## src/rtl/pc_ctrl_if.sv

```systemverilog
// rtl/pc_ctrl_if.sv - fetch-stage next-PC sequencer bus between pipeline (master) and pc_ctrl (slave)
interface pc_ctrl_if;
  logic [31:0] pc_cur_i;
  logic        stall_i;
  logic        br_taken_i;
  logic [31:0] br_target_i;
  logic        trap_i;
  logic [31:0] trap_vec_i;
  logic        halt_req_i;
  logic        resume_i;
  logic        step_i;
  logic        pc_enable;
  logic [31:0] pc_next;
  logic        flush_o;
  logic        misalign_o;
  logic        halted_o;
  logic [15:0] redir_cnt_o;

  modport master (
    output pc_cur_i, stall_i, br_taken_i, br_target_i, trap_i, trap_vec_i,
           halt_req_i, resume_i, step_i,
    input  pc_enable, pc_next, flush_o, misalign_o, halted_o, redir_cnt_o
  );

  modport slave (
    input  pc_cur_i, stall_i, br_taken_i, br_target_i, trap_i, trap_vec_i,
           halt_req_i, resume_i, step_i,
    output pc_enable, pc_next, flush_o, misalign_o, halted_o, redir_cnt_o
  );
endinterface

```

## src/rtl/pc_ctrl.sv

```systemverilog
// rtl/pc_ctrl.sv - next-PC sequencer: boot, PC+4, branch/trap redirect, stall/halt hold
// Optional single-step in HALTED enabled by defining PC_CTRL_STEP_EN.
module pc_ctrl #(
  parameter logic [31:0] RESET_VECTOR = 32'h0000_0000,
  parameter int          BOOT_WAIT    = 4
) (
  input logic       clk,
  input logic       rst,
  pc_ctrl_if.slave  bus
);

  typedef enum logic [1:0] {
    ST_BOOT,
    ST_RUN,
    ST_HOLD,
    ST_HALTED
  } state_t;

  localparam logic [3:0] BOOT_WAIT_C = 4'(BOOT_WAIT);

  state_t      state_q, state_d;
  logic [3:0]  boot_cnt_q, boot_cnt_d;
  logic [31:0] pend_q, pend_d;
  logic [15:0] redir_cnt_q;
  logic        halted_q;

  logic        take_tgt;
  logic [31:0] tgt;
  logic [31:0] seq_pc;
  logic        step_req;

  assign seq_pc = bus.pc_cur_i + 32'd4;

`ifdef PC_CTRL_STEP_EN
  assign step_req = bus.step_i;
`else
  logic unused_step;
  assign unused_step = bus.step_i;
  assign step_req    = 1'b0;
`endif

  always_comb begin
    state_d       = state_q;
    boot_cnt_d    = boot_cnt_q;
    pend_d        = pend_q;
    take_tgt      = 1'b0;
    tgt           = 32'h0;
    bus.pc_enable = 1'b0;
    bus.pc_next   = seq_pc;
    bus.flush_o   = 1'b0;
    bus.misalign_o = 1'b0;

    case (state_q)
      ST_BOOT: begin
        bus.pc_next = RESET_VECTOR;
        if (boot_cnt_q == BOOT_WAIT_C) begin
          bus.pc_enable = 1'b1;
          state_d       = ST_RUN;
        end else begin
          boot_cnt_d = boot_cnt_q + 4'd1;
        end
      end

      ST_RUN: begin
        if (bus.trap_i) begin
          take_tgt = 1'b1;
          tgt      = bus.trap_vec_i;
        end else if (bus.br_taken_i) begin
          if (!bus.stall_i) begin
            take_tgt = 1'b1;
            tgt      = bus.br_target_i;
          end else begin
            pend_d  = bus.br_target_i;
            state_d = ST_HOLD;
          end
        end else if (bus.halt_req_i) begin
          state_d = ST_HALTED;
        end else if (!bus.stall_i) begin
          bus.pc_enable = 1'b1;
        end
      end

      ST_HOLD: begin
        // Halt is not honoured here; the buffered redirect must land first.
        if (bus.trap_i) begin
          take_tgt = 1'b1;
          tgt      = bus.trap_vec_i;
          pend_d   = 32'h0;
          state_d  = ST_RUN;
        end else if (bus.stall_i) begin
          if (bus.br_taken_i) begin
            pend_d = bus.br_target_i;
          end
        end else begin
          take_tgt = 1'b1;
          // A redirect arriving on the release cycle is newer than the buffered one.
          tgt      = bus.br_taken_i ? bus.br_target_i : pend_q;
          state_d  = ST_RUN;
        end
      end

      ST_HALTED: begin
        if (bus.trap_i) begin
          take_tgt = 1'b1;
          tgt      = bus.trap_vec_i;
          state_d  = ST_RUN;
        end else if (bus.resume_i) begin
          state_d = ST_RUN;
        end else if (step_req) begin
          bus.pc_enable = 1'b1;
        end
      end

      default: begin
        state_d = ST_BOOT;
      end
    endcase

    if (take_tgt) begin
      bus.pc_enable  = 1'b1;
      bus.pc_next    = {tgt[31:2], 2'b00};
      bus.flush_o    = 1'b1;
      bus.misalign_o = |tgt[1:0];
    end

    if (rst) begin
      bus.pc_enable  = 1'b0;
      bus.pc_next    = RESET_VECTOR;
      bus.flush_o    = 1'b0;
      bus.misalign_o = 1'b0;
    end
  end

  always_ff @(posedge clk or posedge rst) begin
    if (rst) begin
      state_q     <= ST_BOOT;
      boot_cnt_q  <= 4'd0;
      pend_q      <= 32'h0;
      redir_cnt_q <= 16'h0;
      halted_q    <= 1'b0;
    end else begin
      state_q    <= state_d;
      boot_cnt_q <= boot_cnt_d;
      pend_q     <= pend_d;
      halted_q   <= (state_d == ST_HALTED);
      if (bus.flush_o && (redir_cnt_q != 16'hFFFF)) begin
        redir_cnt_q <= redir_cnt_q + 16'd1;
      end
    end
  end

  assign bus.halted_o    = halted_q;
  assign bus.redir_cnt_o = redir_cnt_q;

endmodule

```

## src/flat_wrapper.sv

```systemverilog
// flat-port wrapper written by rule: the top's interface ports become plain ports
module pc_ctrl_flat 
#(
  parameter logic [31:0] RESET_VECTOR = 32'h0000_0000,
  parameter int          BOOT_WAIT    = 4
)
  (clk, rst, bus_pc_cur_i, bus_stall_i, bus_br_taken_i, bus_br_target_i, bus_trap_i, bus_trap_vec_i, bus_halt_req_i, bus_resume_i, bus_step_i, bus_pc_enable, bus_pc_next, bus_flush_o, bus_misalign_o, bus_halted_o, bus_redir_cnt_o);
  pc_ctrl_if bus_i ();
  input logic clk;
  input logic rst;
  input wire logic [$bits(bus_i.pc_cur_i)-1:0] bus_pc_cur_i;
  input wire logic [$bits(bus_i.stall_i)-1:0] bus_stall_i;
  input wire logic [$bits(bus_i.br_taken_i)-1:0] bus_br_taken_i;
  input wire logic [$bits(bus_i.br_target_i)-1:0] bus_br_target_i;
  input wire logic [$bits(bus_i.trap_i)-1:0] bus_trap_i;
  input wire logic [$bits(bus_i.trap_vec_i)-1:0] bus_trap_vec_i;
  input wire logic [$bits(bus_i.halt_req_i)-1:0] bus_halt_req_i;
  input wire logic [$bits(bus_i.resume_i)-1:0] bus_resume_i;
  input wire logic [$bits(bus_i.step_i)-1:0] bus_step_i;
  output wire logic [$bits(bus_i.pc_enable)-1:0] bus_pc_enable;
  output wire logic [$bits(bus_i.pc_next)-1:0] bus_pc_next;
  output wire logic [$bits(bus_i.flush_o)-1:0] bus_flush_o;
  output wire logic [$bits(bus_i.misalign_o)-1:0] bus_misalign_o;
  output wire logic [$bits(bus_i.halted_o)-1:0] bus_halted_o;
  output wire logic [$bits(bus_i.redir_cnt_o)-1:0] bus_redir_cnt_o;
  assign bus_i.pc_cur_i = bus_pc_cur_i;
  assign bus_i.stall_i = bus_stall_i;
  assign bus_i.br_taken_i = bus_br_taken_i;
  assign bus_i.br_target_i = bus_br_target_i;
  assign bus_i.trap_i = bus_trap_i;
  assign bus_i.trap_vec_i = bus_trap_vec_i;
  assign bus_i.halt_req_i = bus_halt_req_i;
  assign bus_i.resume_i = bus_resume_i;
  assign bus_i.step_i = bus_step_i;
  assign bus_pc_enable = bus_i.pc_enable;
  assign bus_pc_next = bus_i.pc_next;
  assign bus_flush_o = bus_i.flush_o;
  assign bus_misalign_o = bus_i.misalign_o;
  assign bus_halted_o = bus_i.halted_o;
  assign bus_redir_cnt_o = bus_i.redir_cnt_o;
  pc_ctrl #(.RESET_VECTOR(RESET_VECTOR), .BOOT_WAIT(BOOT_WAIT)) u_core (.clk(clk), .rst(rst), .bus(bus_i));
endmodule
```

## config.mk

```make
export PLATFORM = sky130hd
export DESIGN_NAME = pc_ctrl_flat
export DESIGN_NICKNAME = d
export VERILOG_FILES = /design/src/rtl/pc_ctrl_if.sv /design/src/rtl/pc_ctrl.sv /design/src/flat_wrapper.sv
export SDC_FILE = /design/constraint.sdc
export NUM_CORES = 1
export LEC_CHECK = 0
export CAP_MARGIN = 0
export CORE_ASPECT_RATIO = 0.75
export CORE_MARGIN = 1.5
export CORE_UTILIZATION = 50
export DETAILED_ROUTE_END_ITERATION = 10
export GPL_TIMING_DRIVEN = 0
export HOLD_SLACK_MARGIN = 0.06
export PLACE_DENSITY = 0.88
export SYNTH_ARGS = -nofsm -noshare
export SYNTH_HDL_FRONTEND = slang
export SYNTH_SLANG_ARGS = --single-unit
```

## constraint.sdc

```tcl
create_clock -name clk -period 3.5 [get_ports clk]
set_input_delay 0.7 -clock clk [delete_from_list [all_inputs] [get_ports clk]]
set_output_delay 0.7 -clock clk [all_outputs]
set_load 0.03 [all_outputs]
```

==> summary.md <==
| Metric | Value |
|---|---|
| Fin worst setup slack | 0.0386 ns |
| Syn-to-layout area delta | 45.5% |
| Starting DRT DRC Count | 523 |
| Crit-path max cell delay | 0.36 ns |
| Worst hold path startpoint | u_core.boot_cnt_q[3] |
| Drt total wl | 16300 um |
| Switching Fraction | 0.466 |
| I/O pins | 156 |
| Clock share of power | 0.137 |
| CTS H-Tree Depth | 2 |
| Final number of hold-violating endpoints | 0 |
| Hold_buf cts | 0 |
| Fin area | 6320 um^2 |
| IO buf count | 153 |
| Post-Syn Instances | 490 |
| Remaining antenna violation count after routing | 0 |
| Post-synth top area cell | dfrtp_1 |
| Clock Path Buffers | 2 |
| Gate power share | 0.588 |
| Worst Tran Pin Value | 0.601 ns |
| EDFF count, synth | 0 |
| Post-synthesis async set-or-reset flop share | 1.00 |
| GRT Overall Usage | 0.343 |
| Share of cells above drive strength 1 | 0.185 |
| Total number of vias | 5031 |
| Slowest CP cell | clkdlybuf4s15_1 |
| DRC Markers | 0 |
| DR WL met3 | 1600 um |
| Rows | 29 |
| Min cycle time layout | 3.46 ns |
| Vias in the first global route | 4761 |
| Top-count cell post-synth | dfrtp_1 |
| Clock insertion delay at the later pin of the skew report | 0.30 ns |
| Critical path origin | bus_stall_i |
| Worst-path maximum fanout | 10 |
| Leak | 2.69 nW |
| Worst-path clk slew | 0.08 ns |
| Sequential share of power | 0.275 |
| Synth Warn # | 0 |
| Final nets | 772 |
| Max layer used | met4 |
| Core area | 8450 um^2 |
| Synth top cells by count | dfrtp_1 (55), nand2_1 (38), a22o_1 (33) |
| Seq cells post-synth | 55 |
| ANT cells | 0 |
| Status | complete, no violations |
| Sink Count | 55 |
| Die Area | 9260 um^2 |
| Worst EP arrival | 2.76 ns |
| Initial antenna violation count | 0 |
| Die X | 111 um |
| Register-to-Register Path Depth | 9 |
| Worst vdd ir | 0.438 mV |
| Max-cap violations | 0 |
| Starting Density | 0.514 |
| CTS tree | yes |
| Clock Skew | 0.00809 ns |
| Die H | 83.7 um |
| Worst slew margin | 0.599 |
| Met2 routed WL | 7570 um |
| Worst R2R Start | u_core.state_q[1] |
| Post-Syn Area per Cell | 8.86 um^2 |
| Internal Power | 2.04 mW |
| Startpoint types | primary input |
| Data required time of the worst path | 2.80 ns |
| Vias/cell | 6.55 |
| Netlist cell types | 63 |
| Top cells by area, synth | dfrtp_1 (32%), a22o_1 (6.7%), xor2_1 (4.6%), xnor2_1 (4.2%), mux2i_1 (3.5%) |
| Max frequency | 289 MHz |
| Finished Layout Cells | 768 |
| Hold WC Path Type | register to register |
| Slew Limit Fails | 0 |
| Final Setup Violations | 0 |
| Sequential fraction of the synthesis area | 0.317 |
| Total power | 3.82 mW |
| CP Capture Type | output pin |
| Placer Congestion | 0.978 |
| Fill cell count | 629 |
| Setup CP Type | primary input to output pin |
| Total congestion overflow | 0 |
| Drt pass-1 iters | 5 |
| Largest net degree at the start of global routing | 41 |
| P per Cell Area | 604 nW/um^2 |
| Mapped Area | 4340 um^2 |
| Hold depth | 1 |
| Post-synth top area share | 0.317 |
| Total CTS buffers | 5 |
| Placed cells | 752 |
| Pre-CTS WS | -0.789 ns |
| Cell Area, Placed | 6030 um^2 |
| First-pass GRT wire length | 25400 um |
| Psw | 1.78 mW |
| Prevailing post-synth register cell | dfrtp_1 |
| Root buffer selected by CTS | clkbuf_16 |
| DRT met1 WL | 6790 um |
| Syn Nets | 603 |
| Crit share post-route | 0.989 |
| Unrepaired setup endpoints after global routing | true |
| Crit-path cells | clkdlybuf4s15_1, o21bai_4, o21a_2, buf_4, buf_1, a211oi_1, clkdlybuf4s15_2 |
| Post-DP HPWL | 12100 um |
| Avg WL per Cell | 21.2 um |
==> power groups by stage <==
stage / logic [mW] / registers [mW] / clock network, mW
6_report: 2.24 / 1.05 / 0.524
5_1_grt: 2.38 / 1.07 / 0.549
4_1_cts: 2.17 / 1.04 / 0.524
3_5_place_dp: 2.15 / 1.04 / 0
3_3_place_gp: 2.09 / 1.02 / 0
2_1_floorplan: 1.31 / 1.06 / 0
==> cell type report <==
class,instances,area (um^2),share of cell area
Buffer,31,181,0.0287
Clock buffer,5,125,0.0198
Timing Repair Buffer,163,1540,0.244
Tap cell,108,135,0.0214
Sequential cell,55,1380,0.218
Clock inverter,3,26.3,0.00416
Inverter,15,56.3,0.00891
Multi-Input combinational cell,388,2880,0.455
==> routing by layer <==
layer,vias to the layer above,GRT usage
li1,2201,-
met1,2448,0.492
met3,47,0.0595
met2,335,0.542
met4,0,0.0816
met5,-,0
==> cells by family after synthesis <==
kind of cell / after synthesis / share of synthesized area
AOI/OAI and AO/OA: 153 / 0.263
xor gates and xnor gates: 44 / 0.0887
adders and majority gates: 9 / 0.0259
buffers and inverters: 47 / 0.0487
DFF: 55 / 0.317
muxes: 25 / 0.0605
and+or+nand+nor: 157 / 0.196
==> sequential cells by signal, summed over array words and instances, names as in the netlist <==
name and flops:
u_core.pend_q 32, u_core.bus.redir_cnt_o 16, u_core.boot_cnt_q 4, u_core.state_q 2, u_core.bus.halted_o 1
==> cell usage in the layout, fill, tap and decap left out, types with 5 or more instances in the layout <==
cell             count
clkbuf_1             7
and4_1               6
ha_1                 7
nand4_1             11
a211oi_1            13
o22ai_1             13
mux2_2               8
and3_1               7
nor2_1              27
a22o_1              33
o21ai_0             21
nor3_2               5
inv_1               12
nand2_1             37
clkbuf_2            14
and2_1               5
dlygate4sd2_1        5
clkdlybuf4s15_2      8
a21oi_1             22
mux2i_1             15
xor2_1              22
dfrtp_1             53
buf_4               16
a221oi_1            16
clkbuf_16            5
clkdlybuf4s50_1    113
xnor2_1             21
nor3_1               7
buf_2               16
nand3_1             16
==> final timing paths <==
path | to | slack [ns]
hold / removal | u_core.boot_cnt_q[3] | 0.48
hold reg to reg | u_core.boot_cnt_q[3] | 0.48
max in group asynchronous | u_core.pend_q[17] | 2.18
min in group asynchronous | u_core.bus.redir_cnt_o[4] | 0.77
setup reg to reg | u_core.bus.redir_cnt_o[15] | 1.25
setup / recovery | bus_pc_next[29] | 0.04
==> critical path, delay by kind of cell <==
family / cells / cell delay, ns
buf+inv: 4 / 1.17
compound gates: 3 / 0.88
==> metrics by stage <==
step | hold slack, ns | utilization | TNS [ns]
global route | 0.502 | 0.748 | -0.0309
detailed placement | 0.468 | 0.713 | -21.17
CTS | 0.478 | 0.746 | 0
global placement | 0.448 | 0.711 | -21.20
finish | 0.483 | 0.748 | 0
floorplan | 0.433 | - | 0
==> what timing repair did <==
| item | in CTS | in global routing |
|---|---|---|
| buffers inserted | 6 | 3 |
| pin swaps | 5 | 3 |
| gates resized for setup | 132 | 64 |
| endpoints found under the setup margin | 35 | 29 |
(Power assumes the default switching activity.)
